--- config.mk ---
export PLATFORM = sky130hd
export DESIGN_NAME = toggle_resp
export DESIGN_NICKNAME = d
export VERILOG_FILES = /design/src/rtl/toggle_pkg.sv /design/src/rtl/toggle_sync.sv /design/src/rtl/toggle_resp.sv
export SDC_FILE = /design/constraint.sdc
export NUM_CORES = 1
export LEC_CHECK = 0
export ABC_AREA = 1
export CORE_MARGIN = 2
export CORE_UTILIZATION = 50
export CTS_CLUSTER_SIZE = 8
export DETAILED_ROUTE_END_ITERATION = 8
export PLACE_DENSITY = 0.8
export SLEW_MARGIN = 10
export SYNTH_ARGS = -nofsm -noshare
export SYNTH_HDL_FRONTEND = slang
export SYNTH_SLANG_ARGS = --single-unit
--- constraint.sdc ---
create_clock -name clk -period 2.4 [get_ports clk]
set_input_delay 0.36 -clock clk [delete_from_list [all_inputs] [get_ports clk]]
set_output_delay 0.36 -clock clk [all_outputs]
set_load 0.02 [all_outputs]
--- src/rtl/toggle_pkg.sv ---
// toggle_pkg: shared types and constants for the two-phase toggle handshake
package toggle_pkg;
    typedef enum logic {IDLE, VALID} resp_state_e;
    localparam int SYNC_STAGES_MIN = 2;
    localparam int TOGGLE_DATA_W = 8;
    typedef logic [TOGGLE_DATA_W-1:0] toggle_payload_t;
endpackage

--- src/rtl/toggle_sync.sv ---
// toggle_sync: N-stage reset-to-0 bit synchronizer for toggle signals
module toggle_sync #(
    parameter int STAGES = 2
) (
    input  logic clk,
    input  logic rst_n,
    input  logic d,
    output logic q
);
    logic [STAGES-1:0] sync_q, sync_d;
    // shift the asynchronous input one stage per clock
    always_comb sync_d = {sync_q[STAGES-2:0], d};
    // chain flops
    always_ff @(posedge clk or negedge rst_n)
        if (!rst_n) sync_q <= '0;
        else        sync_q <= sync_d;
    assign q = sync_q[STAGES-1];
endmodule

--- src/rtl/toggle_resp.sv ---
// toggle_resp: responder end of a toggle req/ack handshake with a valid/ready local port
module toggle_resp
    import toggle_pkg::*;
#(
    parameter int DATA_W      = 8,
    parameter int SYNC_STAGES = 2,
    parameter int CNT_W       = 16
) (
    input  logic              clk,
    input  logic              rst_n,
    input  logic              req_tgl,
    input  logic [DATA_W-1:0] req_data,
    output logic              out_valid,
    output logic [DATA_W-1:0] out_data,
    input  logic              out_ready,
    output logic              ack_tgl,
    output logic              busy,
    output logic [CNT_W-1:0]  evt_cnt,
    output logic              err_ovr
);
    localparam int STAGES = SYNC_STAGES < SYNC_STAGES_MIN ? SYNC_STAGES_MIN : SYNC_STAGES;
    resp_state_e       state_q, state_d;
    logic              req_seen_q, req_seen_d;
    logic              out_valid_q, out_valid_d;
    logic [DATA_W-1:0] out_data_q, out_data_d;
    logic              ack_q, ack_d;
    logic [CNT_W-1:0]  cnt_q, cnt_d;
    logic              err_q, err_d;
    logic              req_sync, req_pend, take, accept;
    toggle_sync #(.STAGES(STAGES)) u_sync (
        .clk  (clk),
        .rst_n(rst_n),
        .d    (req_tgl),
        .q    (req_sync)
    );
    assign req_pend = req_sync ^ req_seen_q;
    // next state: capture a pending flip in IDLE, release on accept; a flip seen while VALID is an overrun
    always_comb begin
        take        = state_q == IDLE && req_pend;
        accept      = state_q == VALID && out_ready;
        state_d     = take ? VALID : accept ? IDLE : state_q;
        req_seen_d  = take ? req_sync : req_seen_q;
        out_data_d  = take ? req_data : out_data_q;
        out_valid_d = take | (out_valid_q & ~accept);
        ack_d       = ack_q ^ accept;
        cnt_d       = cnt_q + CNT_W'(accept);
        err_d       = err_q | (state_q == VALID && req_pend);
    end
    // FSM state and registered outputs
    always_ff @(posedge clk or negedge rst_n) begin
        if (!rst_n) begin
            state_q     <= IDLE;
            req_seen_q  <= 1'b0;
            out_valid_q <= 1'b0;
            out_data_q  <= '0;
            ack_q       <= 1'b0;
            cnt_q       <= '0;
            err_q       <= 1'b0;
        end else begin
            state_q     <= state_d;
            req_seen_q  <= req_seen_d;
            out_valid_q <= out_valid_d;
            out_data_q  <= out_data_d;
            ack_q       <= ack_d;
            cnt_q       <= cnt_d;
            err_q       <= err_d;
        end
    end
    assign out_valid = out_valid_q;
    assign out_data  = out_data_q;
    assign ack_tgl   = ack_q;
    assign busy      = state_q == VALID;
    assign evt_cnt   = cnt_q;
    assign err_ovr   = err_q;
    VALID_STABLE: assert property (@(posedge clk) disable iff (!rst_n)
        out_valid && !out_ready |=> out_valid && $stable(out_data));
    ACK_ON_ACCEPT: assert property (@(posedge clk) disable iff (!rst_n)
        $changed(ack_tgl) == $past(out_valid && out_ready));
    CNT_STEP: assert property (@(posedge clk) disable iff (!rst_n)
        $changed(evt_cnt) |-> evt_cnt == $past(evt_cnt) + 1'b1 && $changed(ack_tgl));
endmodule

# ---- Yosys cells after proc, flatten, opt, wreduce, memory -nomap -nowiden
# Index checks and enable logic that the tools add are counted.
dict set report word_totals {
  reg_bits 31
  latchBits 0
  ramBits 0
  romBits 0
  memories 0
}
dict set report classes {
  add_sub_neg 1
  mul 0
  div_mod_pow 0
  order_cmp 0
  n_eq_ne 0
  n_shift 0
  n_mux 2
  bitwise 7
  n_reduce_logical 4
}
# operator n
set op_table {}
lappend op_table {{16-bit by 1-bit adder with 16-bit output} 1}
lappend op_table {{1-bit logical AND} 3}
lappend op_table {{1-bit 2-to-1 mux} 2}
lappend op_table {{1-bit NOT} 2}
lappend op_table {{1-bit OR} 2}
lappend op_table {{2-bit nonzero test} 1}
lappend op_table {{1-bit XOR} 2}
lappend op_table {{1-bit AND} 1}

# ---- Longest topological paths before layout
dict set report logic_depth {
  depth_word 4
  ltp_mapped 10
}

# ---- Hierarchy
# From an unflattened synthesis, not the netlist that was laid out.
dict set report hier_totals {
  hier_cells 143
  area_unflattened_um2 1382.6
}
# mod instances cells_per_inst area_per_inst_um2 seq_area_each_um2
set by_module_without_submodules {}
lappend by_module_without_submodules {toggle_resp 1 141 1332.5 725.7}
lappend by_module_without_submodules {toggle_sync 1 2 50.0 50.0}

# ---- Worst setup path before layout
# OpenSTA, ideal clock, no wires.
dict set report synth_path {
  path_type {register to register}
  from {register state_q (netlist: busy)}
  to {register cnt_q[14] (netlist: evt_cnt[14])}
  setup_time_ns 0.117
  t_arrival_ns 1.479
  setup_slack_ns 0.803
  stages_incl_launch_ff 10
  synth_period_minus_slack_ns 1.597
  cell_sequence {dfrtp_1 -> nand2_1 -> inv_1 -> ha_1 -> ha_1 -> nand3_2 -> nor2_2 -> nand3_1 -> nand2_1 -> nand2_1}
}
dict set report synth_between {
  elab_chain_cells 2
}
# element line_no
set synth_lines {}
lappend synth_lines {{from (decl)} toggle_resp.sv:22} ;# resp_state_e state_q, state_d;
lappend synth_lines {{from (signal assigned)} toggle_resp.sv:60} ;# state_q <= state_d;
lappend synth_lines {{1-bit logical AND} toggle_resp.sv:40} ;# accept = state_q == VALID && out_ready;
lappend synth_lines {{16-bit by 1-bit adder with 16-bit output} toggle_resp.sv:46} ;# cnt_d = cnt_q + CNT_W'(accept);
lappend synth_lines {{via cnt_d[14]} toggle_resp.sv:27} ;# logic [CNT_W-1:0] cnt_q, cnt_d;
lappend synth_lines {{to (signal assigned)} toggle_resp.sv:65} ;# cnt_q <= cnt_d;
lappend synth_lines {{to (decl)} toggle_resp.sv:27}
# The timed path passes the listed nets, and every way through them passes these cells.
# A chain may end at the register's enable or synchronous reset.

# ---- Worst setup path after layout
dict set report layout_path {
  from {register cnt_q[11] (netlist: evt_cnt[11])}
  to {output port evt_cnt[11]}
}
# element line_no
set layout_lines {}
lappend layout_lines {{to (decl)} toggle_resp.sv:18} ;# output logic [CNT_W-1:0] evt_cnt,
# No word-level cell between the ends.

==> metrics.md <==
| Metric | Value |
|---|---|
| Final min period | `approximately 1800 ps` |
| Final ANT Viol Nets | `0` |
| Mux contribution to synthesized area | `0` |
| First-pass GRT wire length | `around 4800 µm` |
| Total wire length | `2831 µm` |
| Slew HR | `0.7417` |
| Synth-to-layout area growth | `34.39%` |
| Gate power share | `0.406` |
| Final Core Density | `0.6917` |
| Starting DRC count in detailed routing | `27` |
| Commonest cells after routing, fill and taps aside | `clkdlybuf4s50_1 (39), nand2_1 (38), dfrtp_1 (31)` |
| Postcts setup bufs | `0` |
| Worst hold stages | `0` |
| Status | `completed` |
| Initial antenna violation count | `0` |
| HP Start | `u_sync.sync_q[0]` |
| Critical path's top delay family | `buffers and inverters` |
| Clock root buffer | `clkbuf_4` |
| Final setup fails | `0` |
| Peak supply drop | `between 0.001 and 0.0015 V` |
| Placer Congestion | `between 0.7 and 0.8` |
| Worst R2R Start | `busy` |
| Post-synthesis simple-gate area fraction | `0.2489` |
| Layout cells sized above 1 | `0.1211` |
| Crit. Startpoint | `evt_cnt[11]` |
| CTS Sinks | `31` |
| Reg power frac | `0.436` |
| Post-Route Setup TNS | `0 ps` |
| H-tree Lvls | `2` |
| Drt first pass iters | `4` |
| P_sw | `just over 0.0007 W` |
| # DRC | `0` |
| CTS tree | `yes` |
| PD cells | `990.2 nW/µm²` |
| Total I/O pin count | `40` |
| Die width | `between 50 and 60 µm` |
| Critical path buffers and inverters | `1` |
| Startpoint Class | `flip-flop` |
| Clock buffer depth | `2` |
| Sw Share | `0.3830` |
| Slew Viols, Final | `0` |
| HP Class | `reg2reg` |
| Max-cap violations | `0` |
| CP max stage delay | `about 650 ps` |
| Reg-to-reg endpoint | `evt_cnt[14]` |
| Syn nets | `about 160` |
| CTS buffer count | `5` |
| Power, Total | `~0.0018 W` |
| Vias in the first global route | `~1,100` |
| Critical Path RT | `roughly 2000 ps` |
| Hold endpoint | `u_sync.sync_q[1]` |
| Layout Skew | `about 10 ps` |
| Period utilization | `0.7573` |
| Worst Path Arrival | `between 1000 and 1500 ps` |
| FP Rows | `19` |
| Critical Path Fanout Max | `6` |
| Clock share of power | `0.158` |
| Largest family of logic cells by synthesized area | `simple AND/OR/NAND/NOR gates` |
| Seq/Total Area, Yosys | `0.5611` |
| Core Area | `around 2700 µm²` |
| Port bufs | `39` |
| Die height | `between 50 and 60 µm` |
| CP Capture Type | `output port` |
| Largest net degree at the start of global routing | `32` |
| Via/cell ratio | `about 4.9` |
| Initial Utilization | `0.5147` |
| All-Layer GR Usage | `0.1976` |
| Clock slew at the register clock pins of the worst setup and hold paths | `~100 ps` |
| Mapped Area | `approximately 1400 µm²` |
| Power Internal | `about 0.0011 W` |
| DP HPWL | `2084 µm` |
| Worst Max-Slew Pin Slew | `between 300 and 400 ps` |
| Seq cells post-synth | `31` |
| P_leak | `around 0.85 nW` |
| Final nets | `between 200 and 250` |
| XOR/XNOR Fraction of Synth Area | `0.05701` |
| DR vias | `about 1,100` |
| Syn Area/Cell | `slightly below 10 µm²` |
| Synth Area in Compound Gates | `0.04615` |
| ANT cells | `0` |
| Worst Setup Path Type | `reg2out` |
| Netlist cell types | `20` |
| Ys Warns | `0` |
| Remaining global-route overflow | `0` |
| Critical-path cell list | `clkdlybuf4s50_1` |
| Slowest CP cell | `clkdlybuf4s50_1` |
| Clock latency on the worst-skew pair | `340 ps` |
| Fmax | `0.5502 GHz` |
| Number of cells produced by synthesis | `143` |
| WL/cell | `about 13 µm` |
| Commonest non-fill, non-tap cell in the layout | `clkdlybuf4s50_1` |
| RSZ-0062 raised after global routing | `false` |
| Reg2reg path depth | `9` |
| Synth Area in Adders | `0.02715` |
| Cts-stage hold buffer count | `0` |
| Die ar. | `~3200 µm²` |
| R2R Setup Slk | `730 ps` |
| Final Hold Fails | `0` |
| Gates resized, CTS repair | `0` |
## power by group through the flow
| stage | Clock (W) | Sequential [W] | Combinational, W |
|---|---|---|---|
| 2_1_floorplan | 0 | 0.000963 | 0.000251 |
| 3_3_place_gp | 0 | 0.000805 | 0.000742 |
| 3_5_place_dp | 0 | 0.000809 | 0.000758 |
| 4_1_cts | 0.000301 | 0.000803 | 0.000760 |
| 5_1_grt | 0.000323 | 0.000820 | 0.000808 |
| 6_report | 0.000291 | 0.000802 | 0.000747 |
## through the flow
stage / area [µm²] / setup slack [ps] / cells / hold slack (ps)
floorplan: 1383 / 803.2 / 143 / 64.41
global placement: 1808 / 448.7 / 213 / 333.1
detailed placement: 1808 / 351.2 / 213 / 335.5
CTS: 1858 / 570.5 / 221 / 356.9
global route: 1858 / 521.6 / 221 / 358.4
finish: 1858 / 582.4 / 221 / 355.6
## per-layer routing
| layer | vias to the layer above | routed length (µm) | track usage |
|---|---|---|---|
| met1 | 509 | 1193 | 0.2236 |
| li1 | 534 | - | - |
| met5 | - | 0 | 0 |
| met3 | 5 | 260 | 0.08986 |
| met4 | 0 | 31 | 0.06463 |
| met2 | 44 | 1347 | 0.3306 |
## cell families (layout without fill, tap and decap cells)
group           count (synthesis)  count (layout)
fa+ha+maj                       3               3
xor+xnor                        9               9
simple gates                   68              68
flops                          31              31
compound gates                 12              12
buf+inv                        20              67
## registers in the layout, summed over array words and instances (netlist names)
| signal | flops |
|---|---|
| evt_cnt | 16 |
| busy | 1 |
| req_seen_q | 1 |
| u_sync.sync_q | 2 |
| out_data | 8 |
| out_valid | 1 |
| err_ovr | 1 |
| ack_tgl | 1 |
## area by class of cell
type	instances	area [µm²]
clock inverters	1	5.005
inverters	19	71.32
well taps	31	38.79
flip-flops and latches	31	775.7
clock buffers	7	45.04
repair buffers	40	397.9
fillers	212	828.3
multi-input cells	92	524.3
## cell usage after synthesis
cell type  number  area (µm²)
nor2_4          3       33.78
nor2_2          3       18.77
nand2_1        38       142.6
a31o_2          1       8.760
xor2_1          5       43.79
nand3_2         1       10.01
nor2_1          7       26.28
nand2_4         1       11.26
buf_6           1       11.26
inv_2           1       3.750
inv_1          18       67.56
xnor2_1         4       35.03
dfrtp_1        31       775.7
o21ai_1        11       55.05
nand3_1         5       25.02
ha_1            3       37.54
nand4_1         4       25.02
or2_4           1       8.760
nand2_2         4       25.02
nand3_4         1       17.52
## how the worst max path moves through the flow
stage / slack [ps] / end / depth (start not counted)
after global placement: 450 / evt_cnt[14] / 10
final: 580 / evt_cnt[11] / 1
after CTS: 570 / evt_cnt[11] / 1
after global routing: 520 / evt_cnt[11] / 1
after floorplan: 800 / evt_cnt[14] / 9
after detailed placement: 350 / evt_cnt[14] / 10
No activity file was read; power rests on OpenSTA's default activity.
